**config.mk**
```make
export PLATFORM = sky130hd
export DESIGN_NAME = rst_seq_ctrl
export DESIGN_NICKNAME = d
export VERILOG_FILES = /design/src/rtl/rst_seq_ctrl.sv
export SDC_FILE = /design/constraint.sdc
export NUM_CORES = 1
export LEC_CHECK = 0
export ABC_AREA = 0
export CAP_MARGIN = 20
export CORE_ASPECT_RATIO = 0.6
export CORE_MARGIN = 5
export CORE_UTILIZATION = 50
export DETAILED_ROUTE_END_ITERATION = 6
export GPL_ROUTABILITY_DRIVEN = 0
export PLACE_DENSITY = 0.75
export SLEW_MARGIN = 0
export SYNTH_ARGS = -nofsm -noshare
export SYNTH_HDL_FRONTEND = slang
export SYNTH_SLANG_ARGS = --single-unit
```
**constraint.sdc**
```tcl
create_clock -name CLK -period 1.9 [get_ports CLK]
set_input_delay 0.57 -clock CLK [delete_from_list [all_inputs] [get_ports CLK]]
set_output_delay 0.57 -clock CLK [all_outputs]
set_load 0.01 [all_outputs]
```
**src/rtl/rst_seq_ctrl.sv**
```systemverilog
// rtl/rst_seq_ctrl.sv - staged active-low domain reset sequencer with request handshake
// Optional build macro: RST_SEQ_LOCK_EN (requests are ignored while a sequence is in progress).
module rst_seq_ctrl #(
  parameter int NUM_DOM    = 3,
  parameter int ASSERT_CYC = 16,
  parameter int STEP_CYC   = 4,
  parameter int CNT_W      = 8
) (
  input  logic               CLK,
  input  logic               RST,
  input  logic               REQ_RST,
  output logic               REQ_ACK,
  output logic [NUM_DOM-1:0] DOM_RST_N,
  output logic               BUSY,
  output logic               SEQ_DONE
);

  localparam int IDX_W = (NUM_DOM > 1) ? $clog2(NUM_DOM) : 1;
  localparam logic [CNT_W-1:0] ASSERT_LAST = CNT_W'(ASSERT_CYC - 1);
  localparam logic [CNT_W-1:0] STEP_LAST   = CNT_W'(STEP_CYC - 1);
  localparam logic [IDX_W-1:0] LAST_IDX    = IDX_W'(NUM_DOM - 1);

  typedef enum logic [1:0] {
    ST_IDLE    = 2'd0,
    ST_ASSERT  = 2'd1,
    ST_RELEASE = 2'd2
  } state_t;

  state_t             state_q, state_d;
  logic [CNT_W-1:0]   cnt_q, cnt_d;
  logic [IDX_W-1:0]   idx_q, idx_d;
  logic [NUM_DOM-1:0] dom_q, dom_d;
  logic               busy_q, busy_d;
  logic               ack_q, ack_d;
  logic               done_q, done_d;
  logic               req_q, req_d;
  logic               req_edge;
  logic               accept;

  // Next-state logic: a request restarts the sequence, otherwise step the release schedule.
  always_comb begin
    state_d  = state_q;
    cnt_d    = cnt_q;
    idx_d    = idx_q;
    dom_d    = dom_q;
    busy_d   = busy_q;
    ack_d    = 1'b0;
    done_d   = 1'b0;
    req_d    = REQ_RST;
    req_edge = REQ_RST & ~req_q;
`ifdef RST_SEQ_LOCK_EN
    accept   = req_edge & ~busy_q;
`else
    accept   = req_edge;
`endif

    if (accept) begin
      // Request wins even against the final release, so no stale SEQ_DONE escapes.
      state_d = ST_ASSERT;
      cnt_d   = '0;
      idx_d   = '0;
      dom_d   = '0;
      busy_d  = 1'b1;
      ack_d   = 1'b1;
    end else begin
      case (state_q)
        ST_IDLE: begin
          dom_d  = '1;
          busy_d = 1'b0;
        end
        ST_ASSERT: begin
          dom_d  = '0;
          busy_d = 1'b1;
          if (cnt_q == ASSERT_LAST) begin
            dom_d[0] = 1'b1;
            cnt_d    = '0;
            if (NUM_DOM == 1) begin
              state_d = ST_IDLE;
              busy_d  = 1'b0;
              done_d  = 1'b1;
            end else begin
              state_d = ST_RELEASE;
              idx_d   = IDX_W'(1);
            end
          end else begin
            cnt_d = cnt_q + CNT_W'(1);
          end
        end
        ST_RELEASE: begin
          if (cnt_q == STEP_LAST) begin
            cnt_d = '0;
            for (int i = 0; i < NUM_DOM; i++) begin
              if (IDX_W'(i) == idx_q) begin
                dom_d[i] = 1'b1;
              end
            end
            idx_d = idx_q + IDX_W'(1);
            if (idx_q == LAST_IDX) begin
              state_d = ST_IDLE;
              busy_d  = 1'b0;
              done_d  = 1'b1;
            end
          end else begin
            cnt_d = cnt_q + CNT_W'(1);
          end
        end
        default: begin
          state_d = ST_ASSERT;
          cnt_d   = '0;
          idx_d   = '0;
          dom_d   = '0;
          busy_d  = 1'b1;
        end
      endcase
    end
  end

  // State and registered outputs; the edge register resets high so a held request is not an edge.
  always_ff @(posedge CLK) begin
    if (RST) begin
      state_q <= ST_ASSERT;
      cnt_q   <= '0;
      idx_q   <= '0;
      dom_q   <= '0;
      busy_q  <= 1'b1;
      ack_q   <= 1'b0;
      done_q  <= 1'b0;
      req_q   <= 1'b1;
    end else begin
      state_q <= state_d;
      cnt_q   <= cnt_d;
      idx_q   <= idx_d;
      dom_q   <= dom_d;
      busy_q  <= busy_d;
      ack_q   <= ack_d;
      done_q  <= done_d;
      req_q   <= req_d;
    end
  end

  assign REQ_ACK   = ack_q;
  assign DOM_RST_N = dom_q;
  assign BUSY      = busy_q;
  assign SEQ_DONE  = done_q;

endmodule

```
==> impl_metrics.ini, run 1 <==
[place]
placed_cells = 171
dp_hpwl_um = 2060
portBuffers = 8
dpl-instance-area_um2 = 1290

[clock_tree]
clockBufferDepth = 2
cts_tree = built
cts_root_buf = clkbuf_8
cts_sinks = 19
clock_latency_ns = 0.26
postCtsSetupRepairBufs = 0
htree_levels = 1
numCtsBuffers = 3
holdBufCountCts = 0
cts_resized = 0
clk_pin_slew_ns = 0.08

[route]
drc = 0
vias_per_cell = 6.11
drt_iter0_markers = 59
wl_met2_um = 1190
drt-total-wl_um = 2760
dr.pass1.iters = 4
met1_length_um = 1280
routedWlPerCell_um = 15.8
wl_met3_um = 249
ant_nets = 0
dr_total_vias = 1070
highest_layer = met4

[finish]
insertedDiodeCount = 0
fin_area_um2 = 1340
fin_util_pct = 62.2
synthToLayoutAreaGrowth_pct = 19.1
fin_nets = 158
final_cell_mix = 19 x dfxtp_1, 14 x nand2_1, 11 x buf_4
stdcell_count = 175
drive_above_1_share_pct = 15.9
final_common_cell = dfxtp_1

[power_and_ir_drop]
power.density_nw_per_um2 = 1120
p_clk_share_pct = 19.3
p_leak_nw = 0.498
switching_share_pct = 40.6
p_total_mw = 1.50
irDropWorstVdd_mv = 0.714
pwr-share-seq_pct = 33.9
switching_power_mw = 0.607
internal_power_mw = 0.890
combinationalPowerShare_pct = 46.8

[logic_synthesis]
postSynthCellCount = 128
synth_warnings = 0
synth.net_count = 140
avgSynthCellArea_um2 = 8.77
ys_seq_area_share_pct = 33.9
synth_edf_count = 0
synth-async-reset-ratio_pct = 0
ys_types = 37
netlist_area_um2 = 1120
ys_ff_latch = 19
ys.flop_type = dfxtp_1

[global_routing]
grt_pass1_wl_um = 4710
grt_overflow = 0
antenna_found_initial = 0
grt_use_total_pct = 18.9
grt_max_degree = 14
grt_pass1_vias = 991

[floorplanning]
initial_core_util_pct = 52.3
rows = 13
core_area_um2 = 2150
die_h_um = 46.7
die_w_um = 71.2
dieArea_um2 = 3320
top_level_ports = 9

[setup_path]
arrival_ns = 1.94
crit_type = flip-flop to flip-flop
r2r_start = state_q[0]
cp_slowest_cell = dfxtp_1
end_kind = flip-flop
path_cells = inv_1 -> ha_1 -> inv_1 -> a21oi_2 -> buf_4 -> nor3_2 -> mux2i_1
critPathMaxFanout = 9
cp-startpoint = state_q[0]
critPathLaunchType = flip-flop
cp_common_cell = inv_1
cp.required_ns = 2.08
slowest_delay_ns = 0.36

[hold_path]
worstHoldStart = DOM_RST_N[0]
hp-class = flip-flop to flip-flop

[timing]
fin_crit_sh_pct = 92.8
worst_hold_slack_ns = 0.483
finalClockSkew_ns = 0.00432
setup_viol_count_final = 0
hold_viol = 0
finalMaxSlewViolations = 0
post-route-min-period_ns = 1.76
slew_headroom_pct = 62.5
rsz0062_at_grt = false
fmax_mhz = 567
worstMarginPinSlew_ns = 0.561

[run_status]
outcome = finished, final reports clean

[flow_run]
max_cap_violations = 0
## metrics by stage
stage                     worst slack (ns)  setup TNS, ns
after floorplan                      0.300              0
after global placement             -0.0170        -0.0170
after detailed placement            -0.114         -0.197
after CTS                            0.140              0
after global routing               0.00393              0
final                                0.136              0
## state kept, by name, summed over array words and instances, names as in the netlist
name / flops
SEQ_DONE: 1
req_q: 1
REQ_ACK: 1
cnt_q: 8
idx_q: 2
BUSY: 1
state_q: 2
DOM_RST_N: 3
## path summary, 6_finish.rpt
| check | to | slack [ns] | cells past startpoint |
|---|---|---|---|
| max | state_q[1] | 0.14 | 7 |
| min | DOM_RST_N[0] | 0.48 | 2 |
| max reg2reg | state_q[1] | 0.14 | 7 |
| min reg2reg | DOM_RST_N[0] | 0.48 | 2 |
## power by group through the flow
| stage | logic (mW) | registers, mW | clock network (mW) |
|---|---|---|---|
| final | 0.700 | 0.508 | 0.289 |
| after global routing | 0.766 | 0.516 | 0.308 |
| after CTS | 0.688 | 0.508 | 0.291 |
| after detailed placement | 0.683 | 0.517 | 0 |
| after global placement | 0.658 | 0.511 | 0 |
| after floorplan | 0.430 | 0.510 | 0 |
## routing by layer
layer	up-vias	GRT usage, %
met3	6	6.32
met2	55	30.1
met5	-	0
li1	517	-
met1	492	24.2
met4	0	7.49
## synth_stat cells, types with 2 or more instances
cell type | instances | area share (%)
o2111ai_1 | 7 | 5.5
dfxtp_1 | 19 | 34
buf_2 | 2 | 0.89
nor2b_1 | 3 | 1.7
a21o_1 | 2 | 1.3
nand2_1 | 14 | 4.7
inv_1 | 9 | 3.0
nor2_1 | 7 | 2.3
or2_2 | 2 | 1.1
and3_1 | 2 | 1.1
ha_1 | 9 | 10
nor3_1 | 2 | 0.89
nor3_2 | 2 | 1.8
a21oi_1 | 3 | 1.3
clkbuf_1 | 3 | 1.0
o211ai_1 | 6 | 4.0
mux2i_1 | 4 | 3.6
nand3_1 | 5 | 2.2
a31oi_1 | 9 | 5.0
## cell type report
type,instances,area [um2]
fill,192,811
inverter,9,33.8
clock buffer,3,41.3
tap,30,37.5
clock inverter,1,5.00
multi-input combinational,94,676
sequential,19,380
timing repair buffer,19,163
## cells by family (layout without fill, tap and decap cells)
logic type,count (synthesis),after routing,synth area share [%]
mux,4,4,3.57
compound gates,37,37,24.7
fa+ha+maj,9,9,10.0
flops,19,19,33.9
simple gates,44,44,21.9
buf+inv,15,32,5.91
## critical path: cells and delay by family (launching register included)
family	cells	cell delay [ns]
and+or+nand+nor	1	0.27
adders and majority gates	1	0.29
DFF	1	0.36
muxes	1	0.25
AOI/OAI and AO/OA	1	0.06
buffers and inverters	3	0.45
(Power assumes the default switching activity.)
==> run 2, diff against run 1 <==
--- a/config.mk
+++ b/config.mk
@@ -7,12 +7,14 @@
 export LEC_CHECK = 0
 export ABC_AREA = 0
 export CAP_MARGIN = 20
+export CELL_PAD_IN_SITES_DETAIL_PLACEMENT = 2
+export CELL_PAD_IN_SITES_GLOBAL_PLACEMENT = 2
 export CORE_ASPECT_RATIO = 0.6
 export CORE_MARGIN = 5
-export CORE_UTILIZATION = 50
+export CORE_UTILIZATION = 35
 export DETAILED_ROUTE_END_ITERATION = 6
 export GPL_ROUTABILITY_DRIVEN = 0
-export PLACE_DENSITY = 0.75
+export PLACE_DENSITY = 0.83
 export SLEW_MARGIN = 0
 export SYNTH_ARGS = -nofsm -noshare
 export SYNTH_HDL_FRONTEND = slang
==> run 2 against run 1 <==
  * Combinational power grew 8.0%
  * Register-to-register slack is essentially flat
  * Sequential share of layout area shrank 0.42 points
  * Utilization shrank 16 points
  * Global-route usage shrank 0.85 points
  * Critical path type is now input pin to flip-flop
==> impl_metrics.ini, run 2 (synthesis results as in run 1) <==
[timing]
fmax_mhz = 565
finalClockSkew_ns = 0.00168
rsz0062_at_grt = false
finalMaxSlewViolations = 0
hold_viol = 0
slew_headroom_pct = 62.6
post-route-min-period_ns = 1.77
worstMarginPinSlew_ns = 0.559
fin_crit_sh_pct = 93.2
setup_viol_count_final = 0
fin_setup_tns_ns = 0
fin_ws_ns = 0.129

[global_routing]
grt_pass1_wl_um = 6130
grt_overflow = 0
grt_max_degree = 15
grt_pass1_vias = 1141
grt_use_total_pct = 18.1
antenna_found_initial = 0

[finish]
drive_above_1_share_pct = 15.4
synthToLayoutAreaGrowth_pct = 20.8
max_flop_register = cnt_q
fin_nets = 156
largest_reg_flops = 8
final_cell_mix = 19 x dfxtp_1, 14 x nand2_1, 9 x inv_1, 9 x a31oi_1, 9 x ha_1
insertedDiodeCount = 0
nFillCells = 342
final_common_cell = dfxtp_1

[floorplanning]
die_h_um = 53.9
dieArea_um2 = 4480
initial_core_util_pct = 37.8
core_area_um2 = 2970
top_level_ports = 9
die_w_um = 83.1
rows = 15

[setup_path]
arrival_ns = 1.90
crit_type = input pin to flip-flop
end_kind = flip-flop
cp.required_ns = 2.03
critPathLaunchType = input pin
critPathMaxFanout = 9

[flow_run]
max_cap_violations = 0

[place]
dp_hpwl_um = 2700
dp_slack_ns = -0.155
portBuffers = 8

[power_and_ir_drop]
power.density_nw_per_um2 = 1150
p_leak_nw = 0.498
irDropWorstVdd_mv = 0.420

[clock_tree]
clock_latency_ns = 0.26
numCtsBuffers = 3
postCtsSetupRepairBufs = 0
htree_levels = 1
cts_root_buf = clkbuf_8
clockBufferDepth = 2
holdBufCountCts = 0
cts_tree = built
cts_sinks = 19
clk_pin_slew_ns = 0.08
cts_resized = 0

[route]
drt_iter0_markers = 77
drc = 0
drt-total-wl_um = 3690
routedWlPerCell_um = 19.9
dr.pass1.iters = 4
vias_per_cell = 5.76
ant_nets = 0
dr_total_vias = 1065

[hold_path]
hp-class = flip-flop to flip-flop

[run_status]
outcome = finished, final reports clean
==> run 2: cell type report <==
| cell class | instances | area (um2) | area share (%) |
|---|---|---|---|
| sequential | 19 | 380 | 28.0 |
| inverter | 9 | 33.8 | 2.49 |
| clock buffer | 3 | 41.3 | 3.04 |
| multi-input combinational | 94 | 692 | 51.0 |
| timing repair buffer | 17 | 151 | 11.2 |
| tap | 42 | 52.6 | 3.87 |
| clock inverter | 1 | 5.00 | 0.369 |
==> run 2: where the power goes <==
part | total, mW | internal, mW | switching, mW
Clock | 0.294 | 0.146 | 0.148
Sequential | 0.508 | 0.455 | 0.0528
Combinational | 0.756 | 0.293 | 0.464
Total | 1.56 | 0.894 | 0.665
==> run 2: worst max-delay path, stage by stage <==
cell and delay, ns:
clkdlybuf4s50_1 0.42, nor2b_1 0.16, nor2_1 0.44, o311a_1 0.26
a31oi_1 0.04
==> run 2: per-stage QoR <==
stage / instances / util [%] / total power, mW / area (um2) / hold slack, ns
finish: 185 / 45.7 / 1.56 / 1360 / 0.478
global route: 185 / 45.7 / 1.66 / 1360 / 0.518
CTS: 185 / 45.1 / 1.52 / 1340 / 0.488
detailed placement: 181 / 43.5 / 1.22 / 1290 / 0.463
global placement: 181 / 43.5 / 1.17 / 1290 / 0.460
floorplan: 128 / - / 0.940 / 1120 / 0.452
==> run 2: metal layers <==
layer / global-route usage (%) / wire (um)
met1: 22.9 / 1780
met2: 32.6 / 1740
met3: 4.59 / 157
met4: 2.45 / 8
met5: 0 / 0
==> run 2: path summary, 6_finish.rpt <==
kind	from	end	slack, ns	cells past startpoint
worst max-delay path	REQ_RST	state_q[0]	0.13	5
worst min-delay path	BUSY	BUSY	0.48	1
worst max register to register	cnt_q[0]	cnt_q[6]	0.15	6
worst min register to register	BUSY	BUSY	0.48	1
